--- src/rtl/mips_uart_pkg.sv ---
// Shared constants, FSM state encoding and seven-segment decode for the MIPS board UART.
package mips_uart_pkg;

  localparam int unsigned CLKS_PER_BIT = 434;
  localparam int unsigned HALF_BIT     = 217;
  localparam int unsigned CNT_W        = 9;

  typedef enum logic [2:0] {
    ST_IDLE,
    ST_START,
    ST_DATA,
    ST_PAR,
    ST_STOP
  } uart_state_e;

  // Active-low segments, bit6..0 = g..a.
  function automatic logic [6:0] seg7(input logic [3:0] nib);
    logic [6:0] s;
    case (nib)
      4'h0: s = 7'b1000000;
      4'h1: s = 7'b1111001;
      4'h2: s = 7'b0100100;
      4'h3: s = 7'b0110000;
      4'h4: s = 7'b0011001;
      4'h5: s = 7'b0010010;
      4'h6: s = 7'b0000010;
      4'h7: s = 7'b1111000;
      4'h8: s = 7'b0000000;
      4'h9: s = 7'b0010000;
      4'hA: s = 7'b0001000;
      4'hB: s = 7'b0000011;
      4'hC: s = 7'b1000110;
      4'hD: s = 7'b0100001;
      4'hE: s = 7'b0000110;
      default: s = 7'b0001110;
    endcase
    return s;
  endfunction

endpackage

--- src/rtl/mips_uart_rx.sv ---
// UART receiver: input synchronizer, frame FSM, shift register and even-parity check.
module uart_rx
  import mips_uart_pkg::*;
(
  input  logic       clk,
  input  logic       rst_n,
  input  logic       rx,
  output logic [8:0] rx_sr,
  output logic       parity,
  output logic       heard,
  output logic       good_c
);

  logic             rx_meta, rx_sync, rx_prev;
  uart_state_e      state, state_nxt;
  logic [CNT_W-1:0] cnt, cnt_nxt;
  logic [2:0]       bit_idx, bit_idx_nxt;
  logic [8:0]       sr_nxt;
  logic             parity_nxt, heard_nxt;
  logic             bit_end;

  always_ff @(posedge clk or negedge rst_n) begin
    if (!rst_n) begin
      rx_meta <= 1'b1;
      rx_sync <= 1'b1;
      rx_prev <= 1'b1;
    end else begin
      rx_meta <= rx;
      rx_sync <= rx_meta;
      rx_prev <= rx_sync;
    end
  end

  assign bit_end = (cnt == CNT_W'(CLKS_PER_BIT - 1));

  always_comb begin
    state_nxt   = state;
    cnt_nxt     = cnt + 1'b1;
    bit_idx_nxt = bit_idx;
    sr_nxt      = rx_sr;
    parity_nxt  = parity;
    heard_nxt   = 1'b0;
    good_c      = 1'b0;
    case (state)
      ST_IDLE: begin
        cnt_nxt = '0;
        if (rx_prev && !rx_sync) state_nxt = ST_START;
      end
      ST_START: begin
        // Half-bit check filters glitches shorter than the start-bit centre.
        if (cnt == CNT_W'(HALF_BIT - 1)) begin
          cnt_nxt     = '0;
          bit_idx_nxt = '0;
          state_nxt   = rx_sync ? ST_IDLE : ST_DATA;
        end
      end
      ST_DATA, ST_PAR: begin
        if (bit_end) begin
          cnt_nxt   = '0;
          sr_nxt    = {rx_sync, rx_sr[8:1]};
          heard_nxt = 1'b1;
          if (state == ST_PAR)         state_nxt   = ST_STOP;
          else if (bit_idx == 3'd7)    state_nxt   = ST_PAR;
          else                         bit_idx_nxt = bit_idx + 1'b1;
        end
      end
      ST_STOP: begin
        if (bit_end) begin
          cnt_nxt   = '0;
          state_nxt = ST_IDLE;
          if (rx_sync) begin
            parity_nxt = ^rx_sr;
            good_c     = ~(^rx_sr);
          end
        end
      end
      default: state_nxt = ST_IDLE;
    endcase
  end

  always_ff @(posedge clk or negedge rst_n) begin
    if (!rst_n) begin
      state   <= ST_IDLE;
      cnt     <= '0;
      bit_idx <= '0;
      rx_sr   <= '0;
      parity  <= 1'b0;
      heard   <= 1'b0;
    end else begin
      state   <= state_nxt;
      cnt     <= cnt_nxt;
      bit_idx <= bit_idx_nxt;
      rx_sr   <= sr_nxt;
      parity  <= parity_nxt;
      heard   <= heard_nxt;
    end
  end

endmodule

--- src/rtl/mips_uart_tx.sv ---
// UART transmitter: 8 data bits LSB first, even parity, one stop bit.
module uart_tx
  import mips_uart_pkg::*;
(
  input  logic       clk,
  input  logic       rst_n,
  input  logic       load,
  input  logic [7:0] data,
  output logic       tx,
  output logic       idle_c,
  output logic       done_c
);

  uart_state_e      state, state_nxt;
  logic [CNT_W-1:0] cnt, cnt_nxt;
  logic [2:0]       bit_idx, bit_idx_nxt;
  logic [7:0]       sh, sh_nxt;
  logic             par_q, par_nxt, tx_nxt;
  logic             bit_end;

  assign bit_end = (cnt == CNT_W'(CLKS_PER_BIT - 1));
  assign idle_c  = (state == ST_IDLE);

  // tx_nxt always carries the line level of the state being entered.
  always_comb begin
    state_nxt   = state;
    cnt_nxt     = cnt + 1'b1;
    bit_idx_nxt = bit_idx;
    sh_nxt      = sh;
    par_nxt     = par_q;
    tx_nxt      = tx;
    done_c      = 1'b0;
    case (state)
      ST_IDLE: begin
        cnt_nxt = '0;
        tx_nxt  = 1'b1;
        if (load) begin
          state_nxt = ST_START;
          sh_nxt    = data;
          par_nxt   = ^data;
          tx_nxt    = 1'b0;
        end
      end
      ST_START: begin
        if (bit_end) begin
          cnt_nxt     = '0;
          bit_idx_nxt = '0;
          tx_nxt      = sh[0];
          state_nxt   = ST_DATA;
        end
      end
      ST_DATA: begin
        if (bit_end) begin
          cnt_nxt = '0;
          if (bit_idx == 3'd7) begin
            tx_nxt    = par_q;
            state_nxt = ST_PAR;
          end else begin
            bit_idx_nxt = bit_idx + 1'b1;
            sh_nxt      = {1'b0, sh[7:1]};
            tx_nxt      = sh[1];
          end
        end
      end
      ST_PAR: begin
        if (bit_end) begin
          cnt_nxt   = '0;
          tx_nxt    = 1'b1;
          state_nxt = ST_STOP;
        end
      end
      ST_STOP: begin
        if (bit_end) begin
          cnt_nxt   = '0;
          done_c    = 1'b1;
          state_nxt = ST_IDLE;
        end
      end
      default: state_nxt = ST_IDLE;
    endcase
  end

  always_ff @(posedge clk or negedge rst_n) begin
    if (!rst_n) begin
      state   <= ST_IDLE;
      cnt     <= '0;
      bit_idx <= '0;
      sh      <= '0;
      par_q   <= 1'b0;
      tx      <= 1'b1;
    end else begin
      state   <= state_nxt;
      cnt     <= cnt_nxt;
      bit_idx <= bit_idx_nxt;
      sh      <= sh_nxt;
      par_q   <= par_nxt;
      tx      <= tx_nxt;
    end
  end

endmodule

--- src/rtl/mips_uart.sv ---
// MIPS board UART front end: receiver, echo buffer, frame counter and HEX displays.
module mips_uart
  import mips_uart_pkg::*;
#(
  parameter int unsigned LENGTH = 32
) (
  input  logic       clock,
  input  logic       reset,
  input  logic       rx,
  output logic       parity,
  output logic [8:0] Rx_SR,
  output logic       heard_bit_out,
  output logic [6:0] HEX0,
  output logic [6:0] HEX2,
  output logic [6:0] HEX3,
  output logic       tx
);

  logic              good_c, tx_idle_c, tx_done_c, load_c, accept_c;
  logic              buf_full, buf_sent;
  logic [7:0]        buf_data;
  logic [3:0]        count;
  logic [LENGTH-1:0] rx_word;
  logic              unused_word_hi;

  uart_rx u_rx (
    .clk    (clock),
    .rst_n  (reset),
    .rx     (rx),
    .rx_sr  (Rx_SR),
    .parity (parity),
    .heard  (heard_bit_out),
    .good_c (good_c)
  );

  uart_tx u_tx (
    .clk    (clock),
    .rst_n  (reset),
    .load   (load_c),
    .data   (buf_data),
    .tx     (tx),
    .idle_c (tx_idle_c),
    .done_c (tx_done_c)
  );

  assign rx_word        = LENGTH'(Rx_SR[7:0]);
  assign unused_word_hi = ^rx_word[LENGTH-1:8];

  // The buffer stays occupied until its byte has fully left the line; a byte
  // arriving in the very cycle the transmitter finishes is still accepted.
  assign load_c   = buf_full & ~buf_sent & tx_idle_c;
  assign accept_c = good_c & (~buf_full | tx_done_c);

  always_ff @(posedge clock or negedge reset) begin
    if (!reset) begin
      buf_full <= 1'b0;
      buf_sent <= 1'b0;
      buf_data <= '0;
      count    <= '0;
      HEX0     <= seg7(4'h0);
      HEX2     <= seg7(4'h0);
      HEX3     <= seg7(4'h0);
    end else begin
      if (good_c) begin
        count <= count + 4'd1;
        HEX0  <= seg7(count + 4'd1);
        HEX2  <= seg7(rx_word[3:0]);
        HEX3  <= seg7(rx_word[7:4]);
      end
      if (tx_done_c) begin
        buf_full <= 1'b0;
        buf_sent <= 1'b0;
      end
      if (load_c) buf_sent <= 1'b1;
      if (accept_c) begin
        buf_full <= 1'b1;
        buf_sent <= 1'b0;
        buf_data <= rx_word[7:0];
      end
    end
  end

endmodule

--- config.mk ---
export PLATFORM = sky130hd
export DESIGN_NAME = mips_uart
export DESIGN_NICKNAME = d
export VERILOG_FILES = /design/src/rtl/mips_uart_pkg.sv /design/src/rtl/mips_uart_rx.sv /design/src/rtl/mips_uart_tx.sv /design/src/rtl/mips_uart.sv
export SDC_FILE = /design/constraint.sdc
export NUM_CORES = 1
export LEC_CHECK = 0
export BUFFER_PORTS_ARGS = -buffer_cell sky130_fd_sc_hd__buf_2
export CORE_MARGIN = 3
export CORE_UTILIZATION = 38
export CTS_CLUSTER_DIAMETER = 60
export DETAILED_ROUTE_END_ITERATION = 10
export PLACE_DENSITY = 0.58
export REMOVE_ABC_BUFFERS = 1
export SLEW_MARGIN = 15
export SYNTH_ARGS = -nofsm -noshare
export SYNTH_HDL_FRONTEND = slang
export SYNTH_HIERARCHICAL = 1
export SYNTH_SLANG_ARGS = --single-unit
--- constraint.sdc ---
create_clock -name clock -period 5 [get_ports clock]
set_clock_uncertainty 0.05 [all_clocks]
set_input_delay 0.75 -clock clock [delete_from_list [all_inputs] [get_ports clock]]
set_output_delay 0.75 -clock clock [all_outputs]
set_load 0.01 [all_outputs]
==> summary.md, run 1 <==
| Metric | Value |
|---|---|
| R2R Path End | buf_data[3] |
| CTS tree | yes |
| Minimum clock period | 2850 ps |
| # diodes | 0 |
| Final Max Slew Viols | 0 |
| Maximum clock frequency | 351 MHz |
| Buffer levels on the longest clock path | 2 |
| Site Rows | 40 |
| Crit path required time | 5180 ps |
| Placed Area | 5230 sq um |
| Initial Utilization | 39.9% |
| Setup TNS | 0 ps |
| Fin. Hold Viols | 0 |
| Antenna Violating Nets Remaining | 0 |
| DRT Pass-1 Iters | 4 |
| Total Routing Usage GR | 14.1% |
| Final nets | 521 |
| Root buffer cell | clkbuf_16 |
| Post-DP HPWL | 6500 um |
| DR vias | 3299 |
| Total Wirelength | 9380 um |
| Unrepaired setup endpoints after global routing | false |
| Cells after Synth | 458 |
| Fin area | 5540 sq um |
| Rel. slew slack | 53.9% |
| Num CTS Buffers | 9 |
| Mapped Area | 4930 sq um |
| Peak supply drop | 274 uV |
| Tightest Pin Transition | 692 ps |
| DIE AREA | 14400 sq um |
| GRT Residual Overflow | 0 |
| Core Area | 12400 sq um |
| PwrDens | 277 nW/um^2 |
| First DRT Iteration DRCs | 209 |
| R2R Path Start | u_rx/rx_sr[2] |
| Crit. End Element | register |
| Crit share post-route | 57.1% |
| Post-synth EDFFs | 0 |
| Post-synth ARST share | 100% |
| Clk Latency, worst-skew pair | 350 ps |
| Initial antenna violation count | 0 |
| Register area share after synthesis | 45.4% |
| Most common cell after layout, fill and taps aside | dfrtp_1 |
| Critical Path End | buf_data[3] |
| Layout cells sized above 1 | 22.5% |
| Critical path startpoint category | register |
| Final core occ | 44.8% |
| Die X | 120 um |
| First-pass GRT wire length | 16300 um |
| FF-to-FF path depth | 7 |
| Min-Delay Path Class | reg -> reg |
| Synth Flop Type | dfrtp_1 |
| Synth Register Bits | 89 |
| Top layer in use | met4 |
| Crit-path max FO | 47 |
| Die H | 120 um |
| Residual DRC | 0 |
| Vias in the first global route | 3279 |
| Most frequent cells in the layout | 82 x dfrtp_1, 48 x nor2_1, 38 x nand2_1, 34 x buf_2, 30 x ha_1 |
| # Post-CTS Setup Buffers | 0 |
| Routed length on met2 | 4330 um |
| I/O pin cnt | 36 |
| FF-to-FF setup slack | 2150 ps |
| Type of the worst setup path | reg -> reg |
| Yosys warnings | 6 |
| Vias per inst | 4.99 |
| Leak | 2.57 nW |
| Post-CTS Resized | 0 |
| Status | finished clean |
| CTS H-tree lvls | 3 |
| Clk slew on worst S/H paths | 60 ps |
| Met1 wire length | 4560 um |
| Layout fillers | 1201 |
| Setup-failing EPs final | 0 |
| Mean area per synthesized cell | 10.8 sq um |
| Met3 Wirelength | 386 um |
| Pin count of the biggest net entering global routing | 55 |
| Crit path from | u_rx/rx_sr[2] |
| Area grow syn2layout | 12.4% |
| Netlist cell types | 62 |
| CP Data Arrival Time | 3030 ps |
| Hold Buf Count CTS | 0 |
| WL per Instance | 14.2 um |
| Max-cap viol count | 0 |
| CTS sink cnt | 89 |
| Routability congestion estimate | 0.823 |
| Port Buf Inserts | 35 |
[where the power goes]
group / leakage [nW] / internal (mW) / total [mW] / switching (mW)
Sequential: 1.21 / 0.743 / 0.773 / 0.0299
Combinational: 1.21 / 0.0330 / 0.0777 / 0.0447
Clock: 0.145 / 0.401 / 0.684 / 0.283
[logic make-up after synthesis]
family | Yosys count | synth area share [%]
adder cells (fa/ha/maj) | 31 | 7.82
multiplexers | 49 | 12.4
XOR/XNOR | 33 | 6.30
buffers and inverters | 41 | 3.86
AO/OA/AOI/OAI | 62 | 8.28
AND/OR/NAND/NOR | 153 | 16.0
flip-flops | 89 | 45.4
[critical path, cell delays in order, from the launching register on]
cell and delay, ps:
dfrtp_1 650, xnor2_1 170, xnor3_1 420, xnor2_1 170
nor3_2 110, buf_4 410, nand2_1 360, mux2_2 370
[cell type report]
class | count | area (sq um) | share of cell area, %
clock buffers | 10 | 239 | 4.32
clock inverters | 6 | 67.6 | 1.22
inverters | 23 | 86.3 | 1.56
multi-input cells | 328 | 2510 | 45.3
flip-flops and latches | 89 | 2240 | 40.4
well taps | 168 | 210 | 3.80
repair buffers | 37 | 193 | 3.48
[per-stage QoR]
stage          setup slack (ps)  power (mW)  hold slack [ps]  std cells
2_1_floorplan              -194       0.831              295        440
3_3_place_gp               2250       0.861              297        645
3_5_place_dp               2140       0.864              299        645
4_1_cts                    2110        1.56              308        661
5_1_grt                    1910        1.61              310        661
6_report                   2150        1.53              306        661
[how the worst min path moves through the flow]
| stage | start | end | cells after the start |
|---|---|---|---|
| 3_3_place_gp | u_rx/rx_meta | u_rx/rx_sync | 0 |
| 4_1_cts | u_rx/rx_meta | u_rx/rx_sync | 0 |
| 6_report | u_rx/rx_meta | u_rx/rx_sync | 0 |
| 3_5_place_dp | u_rx/rx_meta | u_rx/rx_sync | 0 |
| 2_1_floorplan | u_rx/rx_meta | u_rx/rx_sync | 0 |
| 5_1_grt | u_rx/rx_meta | u_rx/rx_sync | 0 |
[routing by layer]
| metal | vias up | track usage [%] |
|---|---|---|
| li1 | 1651 | - |
| met5 | - | 0 |
| met1 | 1603 | 18.8 |
| met2 | 37 | 22.0 |
| met3 | 8 | 5.00 |
| met4 | 0 | 3.65 |
[synth_stat cells (4+ instances only)]
| cell type | number | share of area (%) |
|---|---|---|
| a21oi_1 | 24 | 2.4 |
| a31oi_1 | 4 | 0.51 |
| buf_2 | 5 | 0.51 |
| buf_6 | 4 | 0.91 |
| clkbuf_1 | 7 | 0.53 |
| dfrtp_1 | 82 | 42 |
| dfstp_2 | 7 | 3.7 |
| ha_1 | 30 | 7.6 |
| inv_1 | 23 | 1.8 |
| mux2_2 | 19 | 4.3 |
| mux2_4 | 14 | 4.3 |
| mux2i_1 | 13 | 2.6 |
| nand2_1 | 38 | 2.9 |
| nand2b_1 | 6 | 0.76 |
| nand3_1 | 14 | 1.4 |
| nor2_1 | 48 | 3.7 |
| nor3_1 | 15 | 1.5 |
| o21ai_0 | 12 | 1.2 |
| xnor2_1 | 24 | 4.3 |
| xor2_1 | 7 | 1.2 |
[registers in the layout, summed over array words and instances, names as in the netlist]
signal	flops
u_rx/cnt	9
u_rx/rx_sr	9
u_tx/cnt	9
buf_data	8
u_tx/sh	8
HEX0	7
HEX2	7
HEX3	7
count	4
u_rx/bit_idx	3
u_rx/state	3
u_tx/bit_idx	3
u_tx/state	3
buf_full	1
buf_sent	1
u_rx/heard	1
u_rx/parity	1
u_rx/rx_meta	1
u_rx/rx_prev	1
u_rx/rx_sync	1
u_tx/par_q	1
u_tx/tx	1
(Power assumes the default switching activity.)
==> run 2, diff against run 1 <==
--- a/config.mk
+++ b/config.mk
@@ -10,7 +10,7 @@
 export CORE_UTILIZATION = 38
 export CTS_CLUSTER_DIAMETER = 60
 export DETAILED_ROUTE_END_ITERATION = 10
-export PLACE_DENSITY = 0.58
+export PLACE_DENSITY = 0.6
 export REMOVE_ABC_BUFFERS = 1
 export SLEW_MARGIN = 15
 export SYNTH_ARGS = -nofsm -noshare
==> constraint.sdc (replaced) <==
create_clock -name clock -period 2.4 [get_ports clock]
set_clock_uncertainty 0.05 [all_clocks]
set_input_delay 0.36 -clock clock [delete_from_list [all_inputs] [get_ports clock]]
set_output_delay 0.36 -clock clock [all_outputs]
set_load 0.01 [all_outputs]
==> run 2 against run 1 <==
Effect of this change: largest cell class unchanged; global-route usage is 0.37 points lower; die area did not move; hold slack worse by 240 ps; design area grew 3.0%; critical path type unchanged; highest routed layer unchanged.
==> summary.md, run 2 (synthesis results as in run 1) <==
| Metric | Value |
|---|---|
| Post-DP HPWL | 6550 um (was 6500 um) |
| Status | finished clean (unchanged) |
| PwrDens | 553 nW/um^2 (was 277 nW/um^2) |
| Type of the worst setup path | reg -> reg (unchanged) |
| CP Depth | 7 (unchanged) |
| Root buffer cell | clkbuf_16 (unchanged) |
| Critical Path End | HEX2[3] (was buf_data[3]) |
| First-pass GRT wire length | 16100 um (was 16300 um) |
| Crit-path max FO | 21 (was 47) |
| Multi-input logic area | 2510 sq um (about the same) |
| Rel. slew slack | 68.8% (was 53.9%) |
| Unrepaired setup endpoints after global routing | false (unchanged) |
| Fin area | 5700 sq um (was 5540 sq um) |
| Final core occ | 46.1% (was 44.8%) |
| Site Rows | 40 (unchanged) |
| Crit. End Element | register (unchanged) |
| Fin cells | 681 (was 661) |
| Tightest Pin Transition | 467 ps (was 692 ps) |
| Maximum clock frequency | 459 MHz (was 351 MHz) |
| Cell Chain, Critical Path | xnor2_1 -> xnor3_1 -> xnor2_1 -> nor3_2 -> buf_12 -> buf_4 -> mux2_2 (was xnor2_1 -> xnor3_1 -> xnor2_1 -> nor3_2 -> buf_4 -> nand2_1 -> mux2_2) |
| Crit share post-route | 90.8% (was 57.1%) |
| CTS sink cnt | 89 (unchanged) |
| CTS tree | yes (unchanged) |
| Most frequent cells in the layout | 82 x dfrtp_1, 48 x nor2_1, 37 x nand2_1, 34 x buf_2, 30 x ha_1 (was 82 x dfrtp_1, 48 x nor2_1, 38 x nand2_1, 34 x buf_2, 30 x ha_1) |
| Layout cells sized above 1 | 25.0% (was 22.5%) |
| R2R Path Start | u_rx/rx_sr[2] (unchanged) |
| Total Wirelength | 9170 um (was 9380 um) |
| Sequential Area | 2240 sq um (unchanged) |
| CP Data Arrival Time | 2360 ps (was 3030 ps) |
| Critical-path top delay cell | xnor3_1 (was dfrtp_1) |
| WL per Instance | 13.5 um (was 14.2 um) |
| Clk Latency, worst-skew pair | 340 ps (was 350 ps) |
| GRT Residual Overflow | 0 (unchanged) |
| Initial Utilization | 39.9% (unchanged) |
| Vias in the first global route | 3352 (was 3279) |
| Critical path startpoint category | register (unchanged) |
| Min-Delay Path Class | in -> reg (was reg -> reg) |
| Residual DRC | 0 (unchanged) |
| Routability congestion estimate | 0.779 (was 0.823) |
| Die H | 120 um (unchanged) |
| Power Total | 3.15 mW (was 1.53 mW) |
| # diodes | 0 (unchanged) |
| First DRT Iteration DRCs | 126 (was 209) |
| Antenna Violating Nets Remaining | 0 (unchanged) |
| Die X | 120 um (unchanged) |
| Clk slew on worst S/H paths | 60 ps (about the same) |
| Num CTS Buffers | 9 (unchanged) |
| FF-to-FF path depth | 7 (unchanged) |
| Pin count of the biggest net entering global routing | 56 (was 55) |
| Initial antenna violation count | 0 (unchanged) |
| Layout fillers | 1169 (was 1201) |
| R2R Path End | HEX2[3] (was buf_data[3]) |
| Crit path required time | 2580 ps (was 5180 ps) |
| Port Buf Inserts | 35 (unchanged) |
| DIE AREA | 14400 sq um (unchanged) |
| Fin. Hold Viols | 0 (unchanged) |
| Minimum clock period | 2180 ps (was 2850 ps) |
| Area grow syn2layout | 15.7% (was 12.4%) |
| Setup-failing EPs final | 0 (unchanged) |
| CP top delay family | XOR/XNOR gates (unchanged) |
| Total Routing Usage GR | 13.7% (was 14.1%) |
| Worst stage delay on the critical path | 420 ps (was 650 ps) |
| Leak | 2.68 nW (was 2.57 nW) |
| Cells after DPL | 664 (was 645) |
| CTS H-tree lvls | 3 (unchanged) |
| WP buf/inv | 2 (was 1) |
| Peak supply drop | 457 uV (was 274 uV) |
| Core Area | 12400 sq um (unchanged) |
| Crit path from | u_rx/rx_sr[2] (unchanged) |
| Most common cell after layout, fill and taps aside | dfrtp_1 (unchanged) |
| DRT Pass-1 Iters | 4 (unchanged) |
| Top flop regs | u_rx/cnt x9, u_rx/rx_sr x9, u_tx/cnt x9 (unchanged) |
| Final Max Slew Viols | 0 (unchanged) |
| Buffer levels on the longest clock path | 2 (unchanged) |
| Vias per inst | 4.92 (was 4.99) |
| Max-cap viol count | 0 (unchanged) |
| Final nets | 541 (was 521) |
| FF-to-FF setup slack | 220 ps (was 2150 ps) |
| I/O pin cnt | 36 (unchanged) |
| Placed Area | 5400 sq um (was 5230 sq um) |
| Critical path's most frequent cell | xnor2_1 (unchanged) |
| DR vias | 3353 (was 3299) |
==> run 2: cell count changes in the layout (fill, tap and decap cells not counted), sizes merged <==
cell         delta
clkinv          -1
clkbuf          +3
clkinvlp        -2
dlygate4sd3     +1
buf            +19
==> run 2: repair_timing <==
action / in CTS / in global routing
setup endpoints to repair: 0 / 1
endpoints found under the hold margin: 30 / 0
hold buffers: 1 / 0
buffers inserted: 0 / 0
resized for setup: 0 / 1
==> run 2: worst reg2reg max path, delay by kind of cell (launching register included) <==
kind	cells	cell delay, ps
xor gates and xnor gates	3	750
DFF	1	390
buffers and inverters	2	370
muxes	1	330
and+or+nand+nor	1	190
==> run 2: routing by layer <==
layer  vias to the layer above  wire (um)  GRT usage [%]
met2                        40       4240           21.7
met1                      1622       4510           18.3
met3                        10        286           3.58
li1                       1681          -              -
met5                         -          0              0
met4                         0        131           4.72
==> run 2: worst min path at each step <==
stage,from,end,depth (start not counted)
floorplan,reset,HEX0[0],0
global placement,reset,u_tx/cnt[7],1
detailed placement,reset,u_tx/cnt[5],1
CTS,rx,u_rx/rx_meta,1
global route,rx,u_rx/rx_meta,1
finish,rx,u_rx/rx_meta,1
==> run 2: through the flow <==
stage	setup WS, ps	hold slack [ps]	TNS [ps]
global placement	251	295	0
floorplan	-2790	14.4	-73120
finish	220	62.7	0
global route	44.0	47.7	0
CTS	152	44.0	0
detailed placement	165	298	0
==> run 2: area by class of cell <==
cell class                      instances  share of cell area (%)
Timing Repair Buffer                   57                    6.50
Multi-Input combinational cell        328                    44.0
Clock buffer                           13                    4.39
Inverter                               23                    1.51
Sequential cell                        89                    39.2
Tap cell                              168                    3.69
Clock inverter                          3                   0.702
==> run 2: power breakdown <==
part / internal [mW] / total, mW / switching [mW]
logic: 0.0726 / 0.164 / 0.0913
registers: 1.55 / 1.61 / 0.0641
clock network: 0.832 / 1.38 / 0.546
total: 2.45 / 3.15 / 0.701
==> run 3, diff against run 2 <==
--- a/config.mk
+++ b/config.mk
@@ -5,12 +5,13 @@
 export SDC_FILE = /design/constraint.sdc
 export NUM_CORES = 1
 export LEC_CHECK = 0
+export ABC_AREA = 1
 export BUFFER_PORTS_ARGS = -buffer_cell sky130_fd_sc_hd__buf_2
 export CORE_MARGIN = 3
 export CORE_UTILIZATION = 38
 export CTS_CLUSTER_DIAMETER = 60
 export DETAILED_ROUTE_END_ITERATION = 10
-export PLACE_DENSITY = 0.6
+export PLACE_DENSITY = 0.59
 export REMOVE_ABC_BUFFERS = 1
 export SLEW_MARGIN = 15
 export SYNTH_ARGS = -nofsm -noshare
==> run 3 against run 2 <==
Effect of this change: clock power grew 9%; critical path depth rose by 4; sequential power hardly changed; hold slack better by 5.9 ps; count of clock-buffer cells in the layout decreased by 2; synthesized cell count rose by 47%; largest power group unchanged.
==> summary.md, run 3 <==
| Metric | Value |
|---|---|
| Routability congestion estimate | 0.895 (was 0.779) |
| Register area share after synthesis | 42.8% (was 45.4%) |
| Rel. slew slack | 63.0% (was 68.8%) |
| Final nets | 749 (was 541) |
| Pin count of the biggest net entering global routing | 45 (was 56) |
| Initial Utilization | 39.2% (was 39.9%) |
| Critical path startpoint category | register (unchanged) |
| Min-Delay Path Class | in -> reg (unchanged) |
| Crit share post-route | 88.2% (was 90.8%) |
| CTS tree | yes (unchanged) |
| Total Routing Usage GR | 14.9% (was 13.7%) |
| Layout cells sized above 1 | 16.8% (was 25.0%) |
| GRT Residual Overflow | 0 (unchanged) |
| Mux share of post-synthesis cell area | 0% (was 12.4%) |
| Largest cells by area after synthesis | dfrtp_1 39%, nand2_1 16%, ha_1 7.2% (was dfrtp_1 42%, ha_1 7.6%, mux2_2 4.3%) |
| Placed Area | 5610 sq um (was 5400 sq um) |
| Cells after Synth | 672 (was 458) |
| # diodes | 0 (unchanged) |
| Type of the worst setup path | reg -> reg (unchanged) |
| Top flop regs | u_rx/cnt x9, u_rx/rx_sr x9, u_tx/cnt x9 (unchanged) |
| DIE AREA | 15200 sq um (was 14400 sq um) |
| Die X | 123 um (was 120 um) |
| Largest area contributor in the netlist | dfrtp_1 (unchanged) |
| Vias in the first global route | 4099 (was 3352) |
| Yosys warnings | 6 (unchanged) |
| Top-count cell post-synth | nand2_1 (was dfrtp_1) |
| Mapped Area | 5230 sq um (was 4930 sq um) |
| Simple-Gate Fraction of Synth Area | 30.6% (was 16.0%) |
| Fin. Hold Viols | 0 (unchanged) |
| First-pass GRT wire length | 18400 um (was 16100 um) |
| CTS H-tree lvls | 3 (unchanged) |
| Site Rows | 42 (was 40) |
| Synth cell count leaders | 217 x nand2_1, 82 x dfrtp_1, 74 x inv_1 (was 82 x dfrtp_1, 48 x nor2_1, 38 x nand2_1) |
| Power Internal | 2.67 mW (was 2.45 mW) |
| Netlist cell types | 42 (was 62) |
| Initial antenna violation count | 0 (unchanged) |
| Crit-path max FO | 21 (unchanged) |
| Mean area per synthesized cell | 7.78 sq um (was 10.8 sq um) |
| Clk Latency, worst-skew pair | 340 ps (about the same) |
| R2R Path Start | u_rx/rx_sr[5] (was u_rx/rx_sr[2]) |
| Maximum clock frequency | 472 MHz (was 459 MHz) |
| Max-cap viol count | 0 (unchanged) |
| CP Data Arrival Time | 2350 ps (was 2360 ps) |
| Area grow syn2layout | 13.7% (was 15.7%) |
| Final core occ | 44.5% (was 46.1%) |
| Most common cell after layout, fill and taps aside | nand2_1 (was dfrtp_1) |
| Synth Flop Type | dfrtp_1 (unchanged) |
| Crit. End Element | register (unchanged) |
| Post-synth EDFFs | 0 (unchanged) |
| Post-synthesis adder-cell area fraction | 7.18% (was 7.82%) |
| Die H | 123 um (was 120 um) |
| First DRT Iteration DRCs | 234 (was 126) |
| Tightest Pin Transition | 556 ps (was 467 ps) |
| PwrDens | 612 nW/um^2 (was 553 nW/um^2) |
| Num CTS Buffers | 9 (unchanged) |
| Xor/xnor share of the synthesized area | 1.51% (was 6.30%) |
| Switch Pwr | 962 uW (was 701 uW) |
| DR vias | 4314 (was 3353) |
| Fin area | 5940 sq um (was 5700 sq um) |
| Residual DRC | 0 (unchanged) |
| Largest family of logic cells by synthesized area | simple AND/OR/NAND/NOR gates (unchanged) |
| Hold Path Sink | u_rx/rx_meta (unchanged) |
| Total Wirelength | 10700 um (was 9170 um) |
| DRT Pass-1 Iters | 5 (was 4) |
| Core Area | 13300 sq um (was 12400 sq um) |
| DP Worst Slack | 233 ps (was 165 ps) |
| Hold path start | rx (unchanged) |
| CTS sink cnt | 89 (unchanged) |
| Root buffer cell | clkbuf_16 (unchanged) |
| Status | finished clean (unchanged) |
| Worst Setup Slack, final | 283 ps (was 220 ps) |
| FF-to-FF path depth | 11 (was 7) |
| WL per Instance | 11.9 um (was 13.5 um) |
| Hold path depth | 1 (unchanged) |
| Port Buf Inserts | 35 (unchanged) |
| Fin cells | 897 (was 681) |
| Buffer levels on the longest clock path | 2 (unchanged) |
| Antenna Violating Nets Remaining | 0 (unchanged) |
| Leak | 3.13 nW (was 2.68 nW) |
| Peak supply drop | 530 uV (was 457 uV) |
| Cells after DPL | 880 (was 664) |
| Clk slew on worst S/H paths | 70 ps (was 60 ps) |
| Post-synth top area share | 39.3% (was 41.6%) |
| Comb pwr share | 13.4% (was 5.2%) |
| Vias per inst | 4.81 (was 4.92) |
| I/O pin cnt | 36 (unchanged) |
| Synth Register Bits | 89 (unchanged) |
| FF-to-FF setup slack | 280 ps (was 220 ps) |
| Minimum clock period | 2120 ps (was 2180 ps) |
| Reg power frac | 45.0% (was 51.1%) |
| Net Sw Frac | 26.5% (was 22.2%) |
| R2R Path End | HEX2[3] (unchanged) |
| Post-DP HPWL | 7880 um (was 6550 um) |
| Most frequent cells in the layout | 217 x nand2_1, 81 x dfrtp_1, 74 x inv_1, 48 x nand3_1, 44 x nor2_1 (was 82 x dfrtp_1, 48 x nor2_1, 37 x nand2_1, 34 x buf_2, 30 x ha_1) |
| Crit path from | u_rx/rx_sr[5] (was u_rx/rx_sr[2]) |
| Setup-failing EPs final | 0 (unchanged) |
| Crit path required time | 2640 ps (was 2580 ps) |
| Clock power share | 41.6% (was 43.7%) |
| Final Max Slew Viols | 0 (unchanged) |
| Synth Area in Compound Gates | 10.2% (was 8.28%) |
| Unrepaired setup endpoints after global routing | false (unchanged) |
| Post-synth ARST share | 100% (unchanged) |
[run 3: changes by cell type after synthesis, sizes merged, moves of 9 or more]
cell	before	now
mux2	34	0
inv	23	83
xnor2	25	3
a21oi	24	11
nand3	16	52
nand4	2	11
nor3	15	3
mux2i	13	0
nand2	38	232
o21ai	12	66
[run 3: kinds of logic (layout without fill, tap and decap cells)]
kind of cell | Yosys count | after routing
buffers and inverters | 96 | 145
adder cells (fa/ha/maj) | 30 | 30
AND/OR/NAND/NOR | 357 | 357
flip-flops | 89 | 89
XOR/XNOR | 9 | 9
AO/OA/AOI/OAI | 91 | 91
[run 3: repair_timing]
item / in CTS / in global routing
buffers inserted: 0 / 0
gates resized for setup: 0 / 1
setup endpoints to repair: 0 / 1
hold buffers: 1 / 0
endpoints found under the hold margin: 39 / 0
[run 3: how the worst max path moves through the flow]
stage,to,depth (start not counted)
floorplan,HEX2[3],10
global placement,HEX2[3],12
detailed placement,HEX2[3],12
CTS,HEX2[3],12
global route,HEX3[3],12
finish,HEX2[3],11
[run 3: area by class of cell]
class | instances | area [sq um]
Clock buffer | 11 | 243
Clock inverter | 5 | 78.8
Fill cell | 1358 | 7400
Inverter | 83 | 312
Multi-Input combinational cell | 487 | 2590
Sequential cell | 89 | 2240
Tap cell | 176 | 220
Timing Repair Buffer | 46 | 263
[run 3: worst max-delay path, stage by stage (launching register included)]
cell and delay [ps]:
dfrtp_1 490, inv_1 170, nand2_1 70, nand2_1 80
nand2_1 50, nand2_1 80, nand3_1 130, a21oi_2 270
inv_2 230, a31oi_1 240, o21ai_0 130, nand2_1 70
[run 3: per-stage QoR]
| stage | setup TNS [ps] | power, mW | hold WS (ps) |
|---|---|---|---|
| final | 0 | 3.64 | 68.6 |
| after global placement | 0 | 2.14 | 297 |
| after global routing | 0 | 3.83 | 60.2 |
| after detailed placement | 0 | 2.15 | 305 |
| after floorplan | -17530 | 2.03 | 14.4 |
| after CTS | 0 | 3.70 | 51.2 |
[run 3: power by group through the flow]
stage                     Sequential [mW]  Combinational, mW  Clock [mW]
after global placement               1.66              0.483           0
after CTS                            1.63              0.492        1.57
after global routing                 1.65              0.565        1.62
after detailed placement             1.66              0.489           0
after floorplan                      1.65              0.380           0
final                                1.64              0.488        1.51
[run 3: layer usage]
metal  share of wire (%)  global-route usage, %
met1                  48                   19.0
met2                  47                   24.4
met3                 3.8                   3.16
met4                 1.8                   6.51
met5                   0                      0
